File: config.mk
export PLATFORM = sky130hd
export DESIGN_NAME = flow_monitor
export DESIGN_NICKNAME = d
export VERILOG_FILES = /design/src/rtl/flow_monitor_pkg.sv /design/src/rtl/therm_decoder.sv /design/src/rtl/flow_monitor.sv
export SDC_FILE = /design/constraint.sdc
export NUM_CORES = 1
export LEC_CHECK = 0
export ABC_CLOCK_PERIOD_IN_PS = 2400
export CELL_PAD_IN_SITES_DETAIL_PLACEMENT = 0
export CELL_PAD_IN_SITES_GLOBAL_PLACEMENT = 1
export CORE_MARGIN = 2
export CORE_UTILIZATION = 40
export DETAILED_ROUTE_END_ITERATION = 8
export GPL_ROUTABILITY_DRIVEN = 0
export PLACE_DENSITY_LB_ADDON = 0.1
export SYNTH_ARGS = -nofsm -noshare
export SYNTH_HDL_FRONTEND = slang
export SYNTH_SLANG_ARGS = --single-unit
File: constraint.sdc
create_clock -name clk -period 2.4 [get_ports clk]
set_input_delay 0.36 -clock clk [delete_from_list [all_inputs] [get_ports clk]]
set_output_delay 0.36 -clock clk [all_outputs]
set_load 0.01 [all_outputs]
File: src/rtl/flow_monitor_pkg.sv
// Shared types and helpers for the flow_monitor block and its thermometer decoder.
package flow_monitor_pkg;

  typedef enum logic [1:0] {
    ST_INIT,
    ST_TRACK,
    ST_FAULT
  } state_e;

  function automatic int unsigned lvl_w(input int unsigned levels);
    return $clog2(levels + 1);
  endfunction

endpackage

File: src/rtl/therm_decoder.sv
// Combinational thermometer-code checker: code_ok when ones are contiguous from bit 0,
// count = number of ones (the level).
module therm_decoder
  import flow_monitor_pkg::*;
#(
  parameter int unsigned LEVELS = 5
) (
  input  logic [LEVELS-1:0]         therm,
  output logic                      code_ok,
  output logic [lvl_w(LEVELS)-1:0]  count
);

  localparam int unsigned LW = lvl_w(LEVELS);

  always_comb begin
    code_ok = 1'b1;
    count   = '0;
    for (int unsigned i = 0; i < LEVELS; i++) begin
      if (therm[i]) count = count + LW'(1);
    end
    // any one sitting above a zero breaks the thermometer pattern
    for (int unsigned i = 1; i < LEVELS; i++) begin
      if (therm[i] && !therm[i-1]) code_ok = 1'b0;
    end
  end

endmodule

File: src/rtl/flow_monitor.sv
// Clocked flow monitor: persistence-filtered level commit, window flag Z, sticky fault Y.
// Define FLOW_MONITOR_HYST_EN to give Z one level of hysteresis around the window.
module flow_monitor
  import flow_monitor_pkg::*;
#(
  parameter int unsigned LEVELS   = 5,
  parameter int unsigned LO_LEVEL = 2,
  parameter int unsigned HI_LEVEL = 5,
  parameter int unsigned PERSIST  = 4,
  parameter int unsigned ERR_W    = 8
) (
  input  logic                       clk,
  input  logic                       rst_n,
  input  logic                       sample_valid,
  input  logic [LEVELS-1:0]          therm,
  input  logic                       clear,
  output logic [lvl_w(LEVELS)-1:0]   level,
  output logic                       level_valid,
  output logic                       Z,
  output logic                       Y,
  output logic [ERR_W-1:0]           err_cnt
);

  localparam int unsigned LW = lvl_w(LEVELS);
  localparam int unsigned PW = $clog2(PERSIST + 1);
`ifdef FLOW_MONITOR_HYST_EN
  localparam int unsigned LO_HOLD = (LO_LEVEL == 0) ? 0 : LO_LEVEL - 1;
  localparam int unsigned HI_HOLD = (HI_LEVEL >= LEVELS) ? LEVELS : HI_LEVEL + 1;
`endif

  state_e           r_state, w_state;
  logic [LW-1:0]    r_level, w_level;
  logic [LW-1:0]    r_cand,  w_cand;
  logic [PW-1:0]    r_pcnt,  w_pcnt;
  logic             r_lv,    w_lv;
  logic             r_z,     w_z;
  logic             r_y,     w_y;
  logic [ERR_W-1:0] r_err,   w_err;

  logic             w_code_ok;
  logic [LW-1:0]    w_count;
  logic             w_in_win;
  logic             w_hold;

  therm_decoder #(.LEVELS(LEVELS)) u_dec (
    .therm   (therm),
    .code_ok (w_code_ok),
    .count   (w_count)
  );

  always_ff @(posedge clk or negedge rst_n) begin
    if (!rst_n) begin
      r_state <= ST_INIT;
      r_level <= '0;
      r_cand  <= '0;
      r_pcnt  <= '0;
      r_lv    <= 1'b0;
      r_z     <= 1'b0;
      r_y     <= 1'b0;
      r_err   <= '0;
    end else begin
      r_state <= w_state;
      r_level <= w_level;
      r_cand  <= w_cand;
      r_pcnt  <= w_pcnt;
      r_lv    <= w_lv;
      r_z     <= w_z;
      r_y     <= w_y;
      r_err   <= w_err;
    end
  end

  always_comb begin
    w_state  = r_state;
    w_level  = r_level;
    w_cand   = r_cand;
    w_pcnt   = r_pcnt;
    w_lv     = r_lv;
    w_z      = r_z;
    w_y      = r_y;
    w_err    = r_err;
    w_in_win = 1'b0;
    w_hold   = 1'b0;

    if (clear) begin
      w_err = '0;
      if (r_state == ST_FAULT) begin
        w_state = ST_INIT;
        w_y     = 1'b0;
      end
    end else if (sample_valid) begin
      if (!w_code_ok) begin
        w_state = ST_FAULT;
        w_y     = 1'b1;
        w_lv    = 1'b0;
        w_z     = 1'b0;
        w_cand  = '0;
        w_pcnt  = '0;
        if (r_err != '1) w_err = r_err + ERR_W'(1);
      end else if (r_state != ST_FAULT) begin
        if (w_count == r_cand) begin
          if (r_pcnt != PW'(PERSIST)) w_pcnt = r_pcnt + PW'(1);
        end else begin
          w_cand = w_count;
          w_pcnt = PW'(1);
        end
        if (w_pcnt == PW'(PERSIST)) begin
          w_level  = w_cand;
          w_state  = ST_TRACK;
          w_lv     = 1'b1;
          w_in_win = (32'(w_cand) >= LO_LEVEL) && (32'(w_cand) <= HI_LEVEL);
`ifdef FLOW_MONITOR_HYST_EN
          // r_z is only ever 1 while already tracking, so entry from INIT needs the window
          w_hold   = (32'(w_cand) >= LO_HOLD) && (32'(w_cand) <= HI_HOLD);
          w_z      = w_in_win | (r_z & w_hold);
`else
          w_z      = w_in_win;
`endif
        end
      end
    end
  end

  assign level       = r_level;
  assign level_valid = r_lv;
  assign Z           = r_z;
  assign Y           = r_y;
  assign err_cnt     = r_err;

endmodule

==> results of run 1 <==
## critical path, cell delays in order
cell      delay (ns)
buf_12          0.11
ha_4            0.15
nor2b_4         0.12
or2_4           0.24
ha_4            0.21
mux2_4          0.28
ha_4            0.16
nand2_2         0.05
xnor3_2         0.28
xor2_2          0.17
a211oi_4        0.18
or3b_4          0.42
a31o_1          0.22
## layout make-up
class | count | share of cell area (%)
multi-input cells | 108 | 44.7
inverters | 11 | 2.63
clock buffers | 4 | 1.77
flip-flops and latches | 22 | 26.9
well taps | 46 | 2.82
repair buffers | 48 | 21.2
## power by group
part           internal, uW  total (uW)  switching (uW)
clock network          92.8         209             117
logic                   188         351             163
registers               385         401            16.2
## worst max-delay path by stage
stage             start  cells past startpoint  slack (ns)    endpoint
6_report       therm[0]                     13       -0.34  r_state[1]
3_3_place_gp   therm[0]                     13       -1.26  r_state[0]
2_1_floorplan  therm[0]                     12       -0.65  r_state[1]
5_1_grt        therm[1]                     13       -0.40  r_state[1]
3_5_place_dp   therm[0]                     13       -1.31  r_state[0]
4_1_cts        therm[0]                     13       -0.32  r_state[1]
## sequential cells by signal, indices dropped and copies added, names as in the netlist
name         flops
Y                1
level            3
r_pcnt           3
level_valid      1
r_cand           3
r_state          2
err_cnt          8
Z                1
## layout by cell type, fill, tap and decap left out, drive strengths merged, types with 3 or more instances in the layout
cell type,count
a31oi,5
inv,11
mux2,3
dfrtp,22
clkdlybuf4s50,19
buf,29
nand4,4
xnor2,9
ha,7
o21ai,6
nand3,3
a21oi,4
clkbuf,4
nor2,15
xor2,8
nand2,11
nor2b,4
## metal layers
layer | vias to the layer above | global-route usage (%) | wire length [microns]
li1 | 599 | - | -
met4 | 0 | 4.17 | 25
met1 | 590 | 22.8 | 1400
met2 | 26 | 31.3 | 1610
met5 | - | 0 | 0
met3 | 4 | 3.96 | 119
## cells by family (layout without fill, tap and decap cells)
kind of cell               after synthesis  count (layout)  share of synthesized area (%)
DFF                                     22              22                           40.0
xor gates and xnor gates                18              18                           12.4
buffers and inverters                   13              63                           3.63
muxes                                    5               5                           3.91
adders and majority gates                7               7                           6.36
and+or+nand+nor                         52              52                           19.6
AOI/OAI and AO/OA                       26              26                           14.1
## stage by stage
step / util (%) / setup slack [ns] / hold slack (ns) / TNS (ns) / power, uW
after floorplan: - / -0.648 / 0.0644 / -4.54 / 593
after global placement: 57.7 / -1.26 / 0.490 / -12.20 / 713
after detailed placement: 57.7 / -1.31 / 0.493 / -12.83 / 720
after CTS: 60.8 / -0.319 / 0.375 / -2.30 / 969
after global routing: 61.8 / -0.401 / 0.389 / -3.09 / 1030
final: 61.8 / -0.339 / 0.373 / -2.44 / 962
## what timing repair did
action / in CTS / in global routing
resized for setup: 27 / 3
buffers inserted: 5 / 1
cloned: 0 / 0
endpoints found under the setup margin: 12 / 10
pin swaps: 8 / 2
==> impl_metrics.tcl, run 1 <==
set metrics [dict create \
    ioPinCount 23 \
    status "complete, but fails checks" \
    multi_input_area_sq_um 913 \
    crit_path_max_fanout 3 \
    seq_area_frac_synth_pct 40.0 \
    synth_cell_type_count 39 \
    grt_antenna_before_repair 0 \
    avgSynthCellArea_sq_um 9.63 \
    worstSetupEndpointType "flip-flop" \
    wl_per_cell_microns 13.2 \
    yosys_warnings 0 \
    hold_viol 0 \
    finalClockSkew_ns 0.00472 \
    drt_iter0_drc 79 \
    p_leak_uw 0.000911 \
    syn_area_sq_um 1380 \
    worst_slew_pin_slew_ns 0.391 \
    max_cap_violations 0 \
    p_per_area_nw_per_um2 470 \
    grt_max_degree 23 \
    vias_per_cell 5.10 \
    min_period_ns 2.74 \
    first_pass_iters 4 \
    grt_pass1_vias 1251 \
    area_growth_pct 48.4 \
    drive_gt1_share_pct 29.5 \
    dieArea_sq_um 3930 \
    hp-class "in -> async" \
    r2r-start "r_cand[1]" \
    dp.final_hpwl_microns 2350 \
    synth_top_cell_area_share_pct 40.0 \
    critPathLaunchType "input pin" \
    vias 1219 \
    critPathKind "in -> reg" \
    netlist_instances 143 \
    rr_worst_depth 5 \
    rsz0062_at_grt "true" \
    dieWidth_microns 62.7 \
    drtAntennaViolNets 0 \
    finalNonFillerCells 239 \
    holdBufCountCts 0 \
    yosysTopAreaCell "dfrtp_1" \
    timing.fmax_mhz 365 \
    grt_pass1_wl_microns 5630 \
    cts.sinks 22 \
    rrSetupSlack_ns 0.23 \
    fillCellCount 290 \
    seq_area_sq_um 551 \
    nNetsFinal 210 \
    placed_area_sq_um 1910 \
    finalWorstSetupSlack_ns -0.339 \
    drc 0 \
    synthFlopType "dfrtp_1" \
    start_util_pct 41.6 \
    grt_util_all_layers_pct 18.0 \
    final_area_sq_um 2040 \
    yosysMostFrequentCell "dfrtp_1" \
    synth-seq-cells 22 \
    arrival_ns 2.96 \
    cts_root_buf "clkbuf_4" \
    place_inst 230 \
    period_share_pct 114 \
    syn_nets 159 \
    die_y_microns 62.7 \
    slew_headroom_pct 73.7 \
    worstSkewPairLatency_ns 0.32 \
    tritoncts "done" \
    async_reset_ff_share_pct 100 \
    irDropWorstVdd_v 0.000275 \
    io_buffers 22 \
    drt-total-wl_microns 3150 \
    core_region_area_sq_um 3310 \
    cts_buffer_depth 2 \
    r2r_end "r_state[1]" \
    cts_buffers 3 \
    num_rows 21 \
    slew_violations 0 \
    htreeDepth 1 \
    synth_common_cells "22 x dfrtp_1, 15 x nor2_1, 11 x inv_1, 11 x nand2_1, 9 x xnor2_1" \
    grt.overflow.total 0 \
    synth_area_leaders "dfrtp_1 40%, ha_1 6.4%, xnor2_1 5.7%" \
    num_antenna_cells 0 \
    path_clk_slew_ns 0.12 \
    synth_edf_count 0 \
    cp.required_ns 2.62 \
    setup_viol 10 \
    violations "setup timing" \
]
Power figures use the tool's default switching activity.
==> run 2, diff against run 1 <==
Settings changed: CORE_MARGIN 2 to 3.
==> run 2 against run 1 <==
- the flow still finishes with violations (setup timing)
- combinational power shrank 4%
- non-clock buffer count shrank 1
- highest routed layer unchanged
- clock power is essentially flat
- utilization grew 0.96 points
- register-to-register slack is essentially flat
- sequential cell count is the same
- maximum frequency shrank 2.0%
- largest power group unchanged
- die area grew 6.5%
==> impl_metrics.tcl, run 2 (synthesis results as in run 1) <==
set metrics [dict create \
    arrival_ns 3.02 \
    r2r_end "r_state[0]" \
    final_area_sq_um 1990 \
    grt_pass1_vias 1259 \
    drtAntennaViolNets 0 \
    hold_viol 0 \
    start_util_pct 43.3 \
    grt_util_all_layers_pct 17.8 \
    min_period_ns 2.80 \
    area_growth_pct 44.7 \
    met1_length_microns 1390 \
    wl_per_cell_microns 13.5 \
    rsz0062_at_grt "true" \
    path_clk_slew_ns 0.13 \
    num_rows 20 \
    first_pass_iters 3 \
    dieArea_sq_um 4180 \
    place_ws_ns -1.30 \
    p_switching_uw 288 \
    num_antenna_cells 0 \
    slew_violations 0 \
    timing.fmax_mhz 358 \
    grt.overflow.total 0 \
    swShare_pct 30.4 \
    worstSkewPairLatency_ns 0.31 \
    placed_area_sq_um 1920 \
    drt-total-wl_microns 3180 \
    largest_reg_flops 8 \
    grt_antenna_before_repair 0 \
    place_inst 229 \
    combPwrFrac_pct 35.7 \
    finalWorstSetupSlack_ns -0.396 \
    rr_worst_depth 5 \
    worst_slew_pin_slew_ns 0.364 \
    dp.final_hpwl_microns 2450 \
    p_int_uw 660 \
    rrSetupSlack_ns 0.22 \
    nNetsFinal 209 \
    p_leak_uw 0.000899 \
    slowest_delay_ns 0.43 \
    crit_chain "buf_8 > ha_4 > nor2b_4 > or2_4 > ha_4 > mux2_4 > ha_4 > nand2_2 > xnor3_2 > xor2_2 > a211oi_4 > or3b_4 > a221oi_2" \
    violations "setup timing" \
    holdBufCountCts 0 \
    cts_buffers 3 \
    crit_path_max_fanout 3 \
    fillCellCount 297 \
    irDropWorstVdd_v 0.000328 \
    finalNonFillerCells 236 \
    wl_met3_microns 76 \
    grt_max_degree 23 \
    r2r-start "r_cand[1]" \
    cts_root_buf "clkbuf_4" \
    dieWidth_microns 64.7 \
    cp-startpoint "therm[1]" \
    layout_common_cells "25 x buf_4, 22 x dfrtp_1, 19 x clkdlybuf4s50_1, 15 x nor2_1" \
    pwr-share-clk_pct 22.1 \
    worstSetupEndpointType "flip-flop" \
    critPathSlowestCell "or3b_4" \
    finalClockSkew_ns 0.00642 \
    cpMostUsedCell "ha_4" \
    grt_pass1_wl_microns 5800 \
    io_buffers 22 \
    slew_headroom_pct 75.6 \
    critPathTopFamily "simple AND/OR/NAND/NOR gates" \
    htreeDepth 1 \
    vias_per_cell 5.01 \
    critPathKind "in -> reg" \
    met2_length_microns 1700 \
    setup_viol 10 \
    drive_gt1_share_pct 27.6 \
    period_share_pct 117 \
    hp-class "in -> async" \
    seqPwrFrac_pct 42.2 \
    p_per_area_nw_per_um2 475 \
    cts.sinks 22 \
    die_y_microns 64.7 \
    cp.required_ns 2.63 \
    final_common_cell "buf_4" \
    max_cap_violations 0 \
    ioPinCount 23 \
    vias 1182 \
    drt_iter0_drc 40 \
    cts_buffer_depth 2 \
    core_region_area_sq_um 3180 \
    critPathLaunchType "input pin" \
    drc 0 \
    total_power_uw 948 \
    status "complete, but fails checks" \
    crit_buf_inv 1 \
    maxUsedRoutingLayer "met4" \
    tritoncts "done" \
]
-- run 2: final cells by class --
type | instances | area, sq um | area share (%)
Clock buffer | 4 | 36.3 | 1.82
Tap cell | 44 | 55.1 | 2.76
Sequential cell | 22 | 551 | 27.6
Multi-Input combinational cell | 108 | 880 | 44.1
Timing Repair Buffer | 47 | 418 | 21.0
Inverter | 11 | 53.8 | 2.70
-- run 2: worst max-delay path by stage --
| stage | to | slack [ns] | cells past startpoint |
|---|---|---|---|
| floorplan | r_state[1] | -0.65 | 12 |
| global placement | r_state[1] | -1.26 | 13 |
| detailed placement | r_state[0] | -1.30 | 13 |
| CTS | r_state[0] | -0.35 | 13 |
| global route | r_state[0] | -0.46 | 13 |
| finish | r_state[0] | -0.40 | 13 |
-- run 2: worst register-to-register path: stages, from the launching register on --
cell and delay, ns:
dfrtp_1 0.45, or3_1 0.39, a211o_1 0.34, a211oi_4 0.28
or3b_4 0.43, a221oi_2 0.21
-- run 2: routing by layer --
layer | GRT usage (%) | vias up
met1 | 20.9 | 569
met3 | 3.47 | 2
met2 | 33.2 | 16
li1 | - | 595
met4 | 3.96 | 0
met5 | 0 | -
-- run 2: power by group through the flow --
stage / registers, uW / logic (uW) / clock network (uW)
finish: 400 / 338 / 209
global route: 403 / 374 / 235
CTS: 400 / 330 / 218
detailed placement: 407 / 318 / 0
global placement: 406 / 311 / 0
floorplan: 408 / 185 / 0
-- run 2: metrics by stage --
stage / utilization (%) / TNS [ns] / hold slack (ns)
floorplan: - / -4.54 / 0.0644
global placement: 60.3 / -12.44 / 0.485
detailed placement: 60.3 / -12.90 / 0.497
CTS: 62.2 / -1.89 / 0.379
global route: 62.7 / -3.19 / 0.385
finish: 62.7 / -2.50 / 0.378
-- run 2: timing repair --
action	in CTS	in global routing
gates resized for setup	23	0
pin swaps	6	4
setup buffers	2	3
endpoints found under the setup margin	12	10
==> run 3, diff against run 2 <==
Settings changed: ABC_CLOCK_PERIOD_IN_PS 2400 to 2690.
Clock period 2.4 ns to 2.69 ns, I/O delays scaled along.
==> run 3 against run 2 <==
- the flow still finishes with violations (setup timing)
- combinational power is 5.9% lower
- register-to-register slack better by 0.27 ns
- global-route usage is 0.17 points lower
- power is 1.4% lower
- routed wire length is 2.7% higher
- sequential cell count stayed put
- cell area is 2.2% higher
- via count is 3.3% higher
- sequential power is 11% lower
- first-iteration DRC count is 7.5% higher
- hold slack better by 0.055 ns
- sequential share of layout area is 0.59 points lower
- critical path type unchanged
- largest power group unchanged
==> impl_metrics.tcl, run 3 (synthesis results as in run 1) <==
set metrics [dict create \
    fillCellCount 276 \
    grt_antenna_before_repair 0 \
    cp.required_ns 2.92 \
    cts_buffer_depth 2 \
    worstSetupEndpointType "flip-flop" \
    first_pass_iters 4 \
    num_rows 20 \
    critPathKind "in -> reg" \
    cts_buffers 3 \
    dieWidth_microns 64.7 \
    min_period_ns 2.83 \
    critPathSlowestCell "or3b_4" \
    drtAntennaViolNets 0 \
    finalWorstSetupSlack_ns -0.142 \
    timing.fmax_mhz 353 \
    period_share_pct 105 \
    num_antenna_cells 0 \
    vias_per_cell 5.17 \
    irDropWorstVdd_v 0.000268 \
    worstSkewPairLatency_ns 0.31 \
    grt_util_all_layers_pct 17.6 \
    seq_area_sq_um 551 \
    r2r_end "r_state[0]" \
    htreeDepth 1 \
    worst_slew_pin_slew_ns 0.358 \
    hp-class "in -> async" \
    cts_root_buf "clkbuf_4" \
    start_util_pct 43.3 \
    cpMostUsedCell "ha_4" \
    vias 1221 \
    slowest_delay_ns 0.43 \
    arrival_ns 3.06 \
    grt_pass1_wl_microns 5930 \
    ioPinCount 23 \
    cp-endpoint "r_state[0]" \
    core_region_area_sq_um 3180 \
    rsz0062_at_grt "true" \
    status "complete, but fails checks" \
    slew_headroom_pct 75.9 \
    slew_violations 0 \
    grt.overflow.total 0 \
    dp.final_hpwl_microns 2400 \
    drt-total-wl_microns 3270 \
    rr_worst_depth 5 \
    nNetsFinal 209 \
    final_common_cell "buf_4" \
    holdBufCountCts 0 \
    drc 0 \
    tritoncts "done" \
    grt_pass1_vias 1340 \
    drive_gt1_share_pct 28.1 \
    p_per_area_nw_per_um2 459 \
    multi_input_area_sq_um 891 \
    crit_chain "buf_8 > ha_4 > nor2b_4 > or2_4 > ha_4 > mux2_4 > ha_4 > nand2_2 > xnor3_2 > xor2_2 > a211oi_4 > or3b_4 > a221oi_2" \
    area_growth_pct 47.9 \
    drt_iter0_drc 43 \
    cp-startpoint "therm[1]" \
    critPathLaunchType "input pin" \
    cts.sinks 22 \
    p_leak_uw 0.000915 \
    grt_max_degree 23 \
    holdWs_ns 0.432 \
    fin_util_pct 64.1 \
    violations "setup timing" \
    die_y_microns 64.7 \
    crit_path_max_fanout 3 \
    setup_viol 6 \
    max_cap_violations 0 \
    r2r-start "r_cand[1]" \
    wl_per_cell_microns 13.8 \
    largest_reg_flops 8 \
    io_buffers 22 \
    rrSetupSlack_ns 0.49 \
    layout_common_cells "23 x buf_4, 22 x dfrtp_1, 19 x clkdlybuf4s50_1, 15 x nor2_1, 10 x nand2_1" \
    finalClockSkew_ns 0.00100 \
    path_clk_slew_ns 0.13 \
    hold_viol 0 \
    dieArea_sq_um 4180 \
]
run 3: per-stage QoR:
stage                     cells  instance area [sq um]  total power (uW)  setup TNS, ns  worst slack [ns]
after floorplan             143                   1480               529          -2.14            -0.403
after global placement      224                   1880               634          -9.19             -1.01
after detailed placement    224                   1880               642          -9.80             -1.07
after CTS                   233                   2000               918         -0.295            -0.133
after global routing        236                   2040               989         -0.791            -0.155
final                       236                   2040               934         -0.600            -0.142
run 3: final cells by class:
cell class / count / share of cell area, %
multi-input combinational: 108 / 43.7
sequential: 22 / 27.0
timing repair buffer: 47 / 21.3
tap: 44 / 2.70
inverter: 11 / 2.64
clock inverter: 1 / 1.47
clock buffer: 3 / 1.11
run 3: power by group:
group	total (uW)	internal [uW]	switching, uW
clock network	259	150	108
registers	357	344	13.4
logic	318	172	146
total	934	666	268
run 3: worst min-delay path by stage:
stage                     depth (start not counted)   endpoint  slack, ns      from
after global routing                              2  r_pcnt[2]       0.42     rst_n
after CTS                                         2   level[2]       0.44     rst_n
after floorplan                                   0          Y       0.11     rst_n
after detailed placement                          1   level[2]       0.50  level[2]
final                                             2  r_cand[0]       0.43     rst_n
after global placement                            1   level[2]       0.49  level[2]
run 3: critical path, delay by kind of cell:
kind,cells,cell delay [ns]
AND/OR/NAND/NOR,4,0.84
adder cells (fa/ha/maj),3,0.56
AO/OA/AOI/OAI,2,0.41
multiplexers,1,0.28
buffers and inverters,1,0.11
XOR/XNOR,2,0.45
run 3: repair_timing:
action                                  4_1_cts  5_1_grt
cloned                                        0        0
resized for setup                            20        4
endpoints found under the setup margin       11        6
buffers inserted                              5        3
pin swaps                                     6        0
run 3: layer usage:
layer  vias to the layer above  part of all wire (%)  GRT usage, %
li1                        595                     -             -
met1                       605                    47          23.1
met2                        19                    51          31.2
met3                         2                   1.7          2.08
met4                         0                  0.43          3.69
met5                         -                     0             0
==> RTL change 1, RTL diff (flow settings as in run 3) <==
`PERSIST`: 4 -> 2.
--- a/src/rtl/flow_monitor.sv
+++ b/src/rtl/flow_monitor.sv
@@ -7,5 +7,5 @@
   parameter int unsigned LO_LEVEL = 2,
   parameter int unsigned HI_LEVEL = 5,
-  parameter int unsigned PERSIST  = 4,
+  parameter int unsigned PERSIST  = 2,
   parameter int unsigned ERR_W    = 8
 ) (
Check against the original RTL: not equivalent (Yosys sat finds a counterexample within 4 cycles, from zero or initial values and one cycle with rst_n low).
==> RTL change 1 against run 3 <==
Design area down 6.0%; sequential cell count down 1; sequential share of layout area up 0.41 points; global-route usage down 0.54 points; die area down 3.7%; worst setup slack better by 230 ps; routed wire length down 8.5%; non-clock buffer count up 3; count of clock-buffer cells in the layout up 1; first-iteration DRC count up 60%; area after synthesis down 4.1%; total power down 9.7%; combinational power up 7.2%; synthesized cell count down 7.0%; largest cell class unchanged; highest routed layer unchanged.
==> RTL change 1: results (changes against run 3) <==
metric	value	unit	change
Critical Path Slowest Stage Cell	mux2_4		
Synth area leaders	dfrtp_1 (40%), ha_1 (5.7%), mux2i_1 (4.5%)		
CP startpoint	therm[0]		
worst vdd ir	0.218	mV	-19%
layout filler cell count	289		+4.7%
crit-path leading delay family	adder cells		
GR Util All Layers	17.1	%	-0.54 points
Net count, final	199		-4.8%
Pleak	0.833	nW	-9.0%
worst r2r src	r_pcnt[0]		
layout cells sized above 1	29.5	%	+1.4 points
Sw Ratio	31.9	%	+3.2 points
status	finished clean		
R2R cell count	6		+1
M1 GR Usage	23.3	%	+0.17 points
syn_nets	148		-6.9%
Net Switching	0.269	mW	+0.28%
Synth Area in Adders	5.68	%	-0.68 points
final setup skew	5.09	ps	+4.08 ps
Hold Worst Slack	436	ps	+3.76 ps
DRT met1 WL	1440	um	-5.6%
via count	1143		-6.4%
global routing met3 resource utilization	3.57	%	+1.5 points
post-synth cell types	40		+2.6%
crit-path max cell delay	330	ps	-100 ps
worst setup path endpoint	level[2]		
final setup margin	84.9	ps	+227 ps
post-synthesis sequential area ratio	39.8	%	-0.19 points
grt met2 use	26.9	%	-4.3 points
dpl ws	-669	ps	+404 ps
met3 WL post-DR	115	um	+110%
xor/xnor share of the synthesized area	9.94	%	-2.5 points
[RTL change 1: changes by cell type in the layout (fill, tap and decap cells not counted), sizes merged, moves of 3 or more]
cell   before  now
nor2       15    6
a31oi       5    0
or3         1    6
xor2        8    3
mux2i       2    6
o21ai       6   10
nand4       4    1
nor2b       4    1
o31ai       1    4
xnor2       9    6
[RTL change 1: worst reg2reg max path, stage by stage, from the launching register on]
cell and delay, ps:
dfrtp_1 370, inv_1 50, ha_1 280, nand4b_1 140
or3_1 380, nor4_4 270, mux2_4 330
[RTL change 1: timing repair]
item                       CTS  global route
hold buffers                 0             0
pin swaps                    5             5
setup endpoints to repair    9             7
setup buffers                3             2
resized for setup           16             6
[RTL change 1: area by class of cell]
class / count / area [um^2] / area share, %
Multi-Input combinational cell: 95 / 826 / 43.1
Inverter: 13 / 61.3 / 3.20
Clock buffer: 4 / 26.3 / 1.37
Tap cell: 44 / 55.1 / 2.87
Sequential cell: 21 / 526 / 27.4
Timing Repair Buffer: 50 / 422 / 22.0
==> RTL change 2, RTL diff (settings of run 3) <==
Without the edit above. Make the reset (`rst_n`) synchronous in one clocked block.
--- a/src/rtl/flow_monitor.sv
+++ b/src/rtl/flow_monitor.sv
@@ -49,5 +49,5 @@
   );
 
-  always_ff @(posedge clk or negedge rst_n) begin
+  always_ff @(posedge clk) begin
     if (!rst_n) begin
       r_state <= ST_INIT;
Formal check against the unedited RTL: differs if rst_n is asserted again (counterexample within 4 cycles, from zero or initial values and one cycle with rst_n low); with rst_n held inactive, the same outputs for 4 cycles.
==> RTL change 2 against run 3 <==
The flow still finishes with violations (negative setup slack); design area shrank 4.9%; worst setup slack gained 130 ps; sequential cell count is the same; die area shrank 1.4%; routed wire length shrank 2.4%; area after synthesis shrank 1.5%; critical path depth grew 3; total power shrank 19%; sequential power shrank 6.7%; largest cell class unchanged.
==> RTL change 2: results (changes against run 3) <==
metric	value	unit	change
GR Util All Layers	16.0	%	-1.6 points
dpl ws	-861	ps	+212 ps
Pleak	0.770	nW	-16%
Int Power	0.526	mW	-21%
DP HPWL	2340	um	-2.6%
initial antenna violation count	0		unchanged
vias per cell	5.16		-0.22%
Synth Area in Adders	6.46	%	+0.10 points
Critical Path Slowest Stage Cell	ha_1		
global routing met3 resource utilization	3.16	%	+1.1 points
number of antenna diodes	0		unchanged
final setup margin	-10.9	ps	+131 ps
Tightest Hold Check Type	flip-flop to flip-flop		
grt met2 use	25.7	%	-5.5 points
Placed Instance Area	0.00177	mm^2	-6.0%
final setup skew	4.03	ps	+3.02 ps
failing checks	negative setup slack		
initial DRC count	44		+2.3%
clk root buf	clkbuf_4		
Net count, final	214		+2.4%
yosys synthesis warning count	0		unchanged
Clock transition at path regs	120	ps	
PortBufs	22		unchanged
worst vdd ir	0.259	mV	-3.5%
worst skew pair latency	300	ps	
crit path DAT	2910	ps	-150 ps
crit-path max cell delay	310	ps	-120 ps
Num CTS Buffers	3		unchanged
Synth area leaders	dfxtp_1 (32%), ha_1 (6.5%), nand2_1 (4.7%)		
Post-synth top cells	dfxtp_1 (22), nand2_1 (17), nor2_1 (17)		
xor/xnor share of the synthesized area	13.0	%	+0.56 points
M1 GR Usage	21.9	%	-1.2 points
status	finished with violations		
post-synthesis sequential area ratio	32.5	%	-7.5 points
syn_nets	169		+6.3%
first-pass GRT wire length	5350	um	-9.8%
endpoints failing setup	1		-5
clock buffer depth	2		unchanged
drt pass-1 iters	4		unchanged
Synth Area in Compound Gates	16.4	%	+2.3 points
post-synth cell types	47		+21%
Worst Max-Slew Pin Slew	390	ps	+32.9 ps
layout cells sized above 1	29.6	%	+1.5 points
routed wire length	3190	um	-2.4%
portion of netlist area occupied by mux cells	2.95	%	-0.95 points
CP Max Fanout	6		+3
Post-synth ARST share	0	%	-100 points
H-tree lvl count	1		unchanged
TNS Setup	-10.9	ps	+589 ps
max reg flops	8		unchanged
pin count of the biggest net entering global routing	12		-48%
==> RTL change 2: cell types whose count changed in the layout (fill, tap and decap cells not counted), sizes merged, moves of 3 or more <==
cell,delta
inv,-4
dfrtp,-22
dfxtp,+22
xnor2,-7
mux2,-3
nand2,+7
nor2b,-3
==> RTL change 2: power groups by stage <==
stage / logic, mW / clock network [mW] / registers [mW]
after floorplan: 0.139 / 0 / 0.341
after global placement: 0.214 / 0 / 0.341
after detailed placement: 0.220 / 0 / 0.341
after CTS: 0.247 / 0.153 / 0.333
after global routing: 0.296 / 0.172 / 0.334
final: 0.272 / 0.148 / 0.333
==> RTL change 2: cell families after synthesis <==
| logic type | Yosys count |
|---|---|
| and+or+nand+nor | 62 |
| muxes | 4 |
| buffers and inverters | 13 |
| adders and majority gates | 7 |
| DFF | 22 |
| xor gates and xnor gates | 14 |
| AOI/OAI and AO/OA | 31 |
==> RTL change 2: area by class of cell <==
class | count | area [um^2]
Clock buffer | 3 | 22.5
Fill cell | 289 | 1210
Inverter | 7 | 51.3
Multi-Input combinational cell | 118 | 955
Sequential cell | 22 | 440
Tap cell | 44 | 55.1
Timing Repair Buffer | 46 | 414
==> RTL change 2: per-layer routing <==
layer  vias to the layer above  wire length [um]  part of all wire [%]
met4                         0                29                  0.91
met5                         -                 0                     0
met3                         4                91                   2.9
met2                        21              1540                    48
met1                       590              1530                    48
li1                        624                 -                     -
==> RTL change 2: worst paths after layout <==
kind                      to  slack, ps  startpoint  cells after the start
setup / recovery  r_state[1]        -10    therm[1]                     16
hold / removal      level[1]        470    level[1]                      2
setup reg to reg    level[2]        560   r_pcnt[0]                      6
hold reg to reg     level[1]        470    level[1]                      2
==> RTL change 2: stage by stage <==
| stage | instances | utilization, % | total power, mW | hold WS [ps] |
|---|---|---|---|---|
| final | 240 | 61.5 | 0.753 | 465 |
| after global routing | 240 | 61.5 | 0.802 | 495 |
| after CTS | 239 | 59.8 | 0.734 | 472 |
| after detailed placement | 229 | 56.0 | 0.561 | 451 |
| after global placement | 229 | 56.0 | 0.555 | 443 |
| after floorplan | 153 | - | 0.480 | 454 |
==> RTL change 2: worst max-delay path, delay by kind of cell <==
family	cells	cell delay (ps)
AND/OR/NAND/NOR	6	840
adder cells (fa/ha/maj)	3	750
AO/OA/AOI/OAI	4	470
buffers and inverters	3	420
==> RTL change 2: timing repair <==
action,in CTS,in global routing
endpoints found under the setup margin,10,10
gates resized for setup,20,11
pin swaps,14,10
endpoints found under the hold margin,0,0
setup buffers,7,3
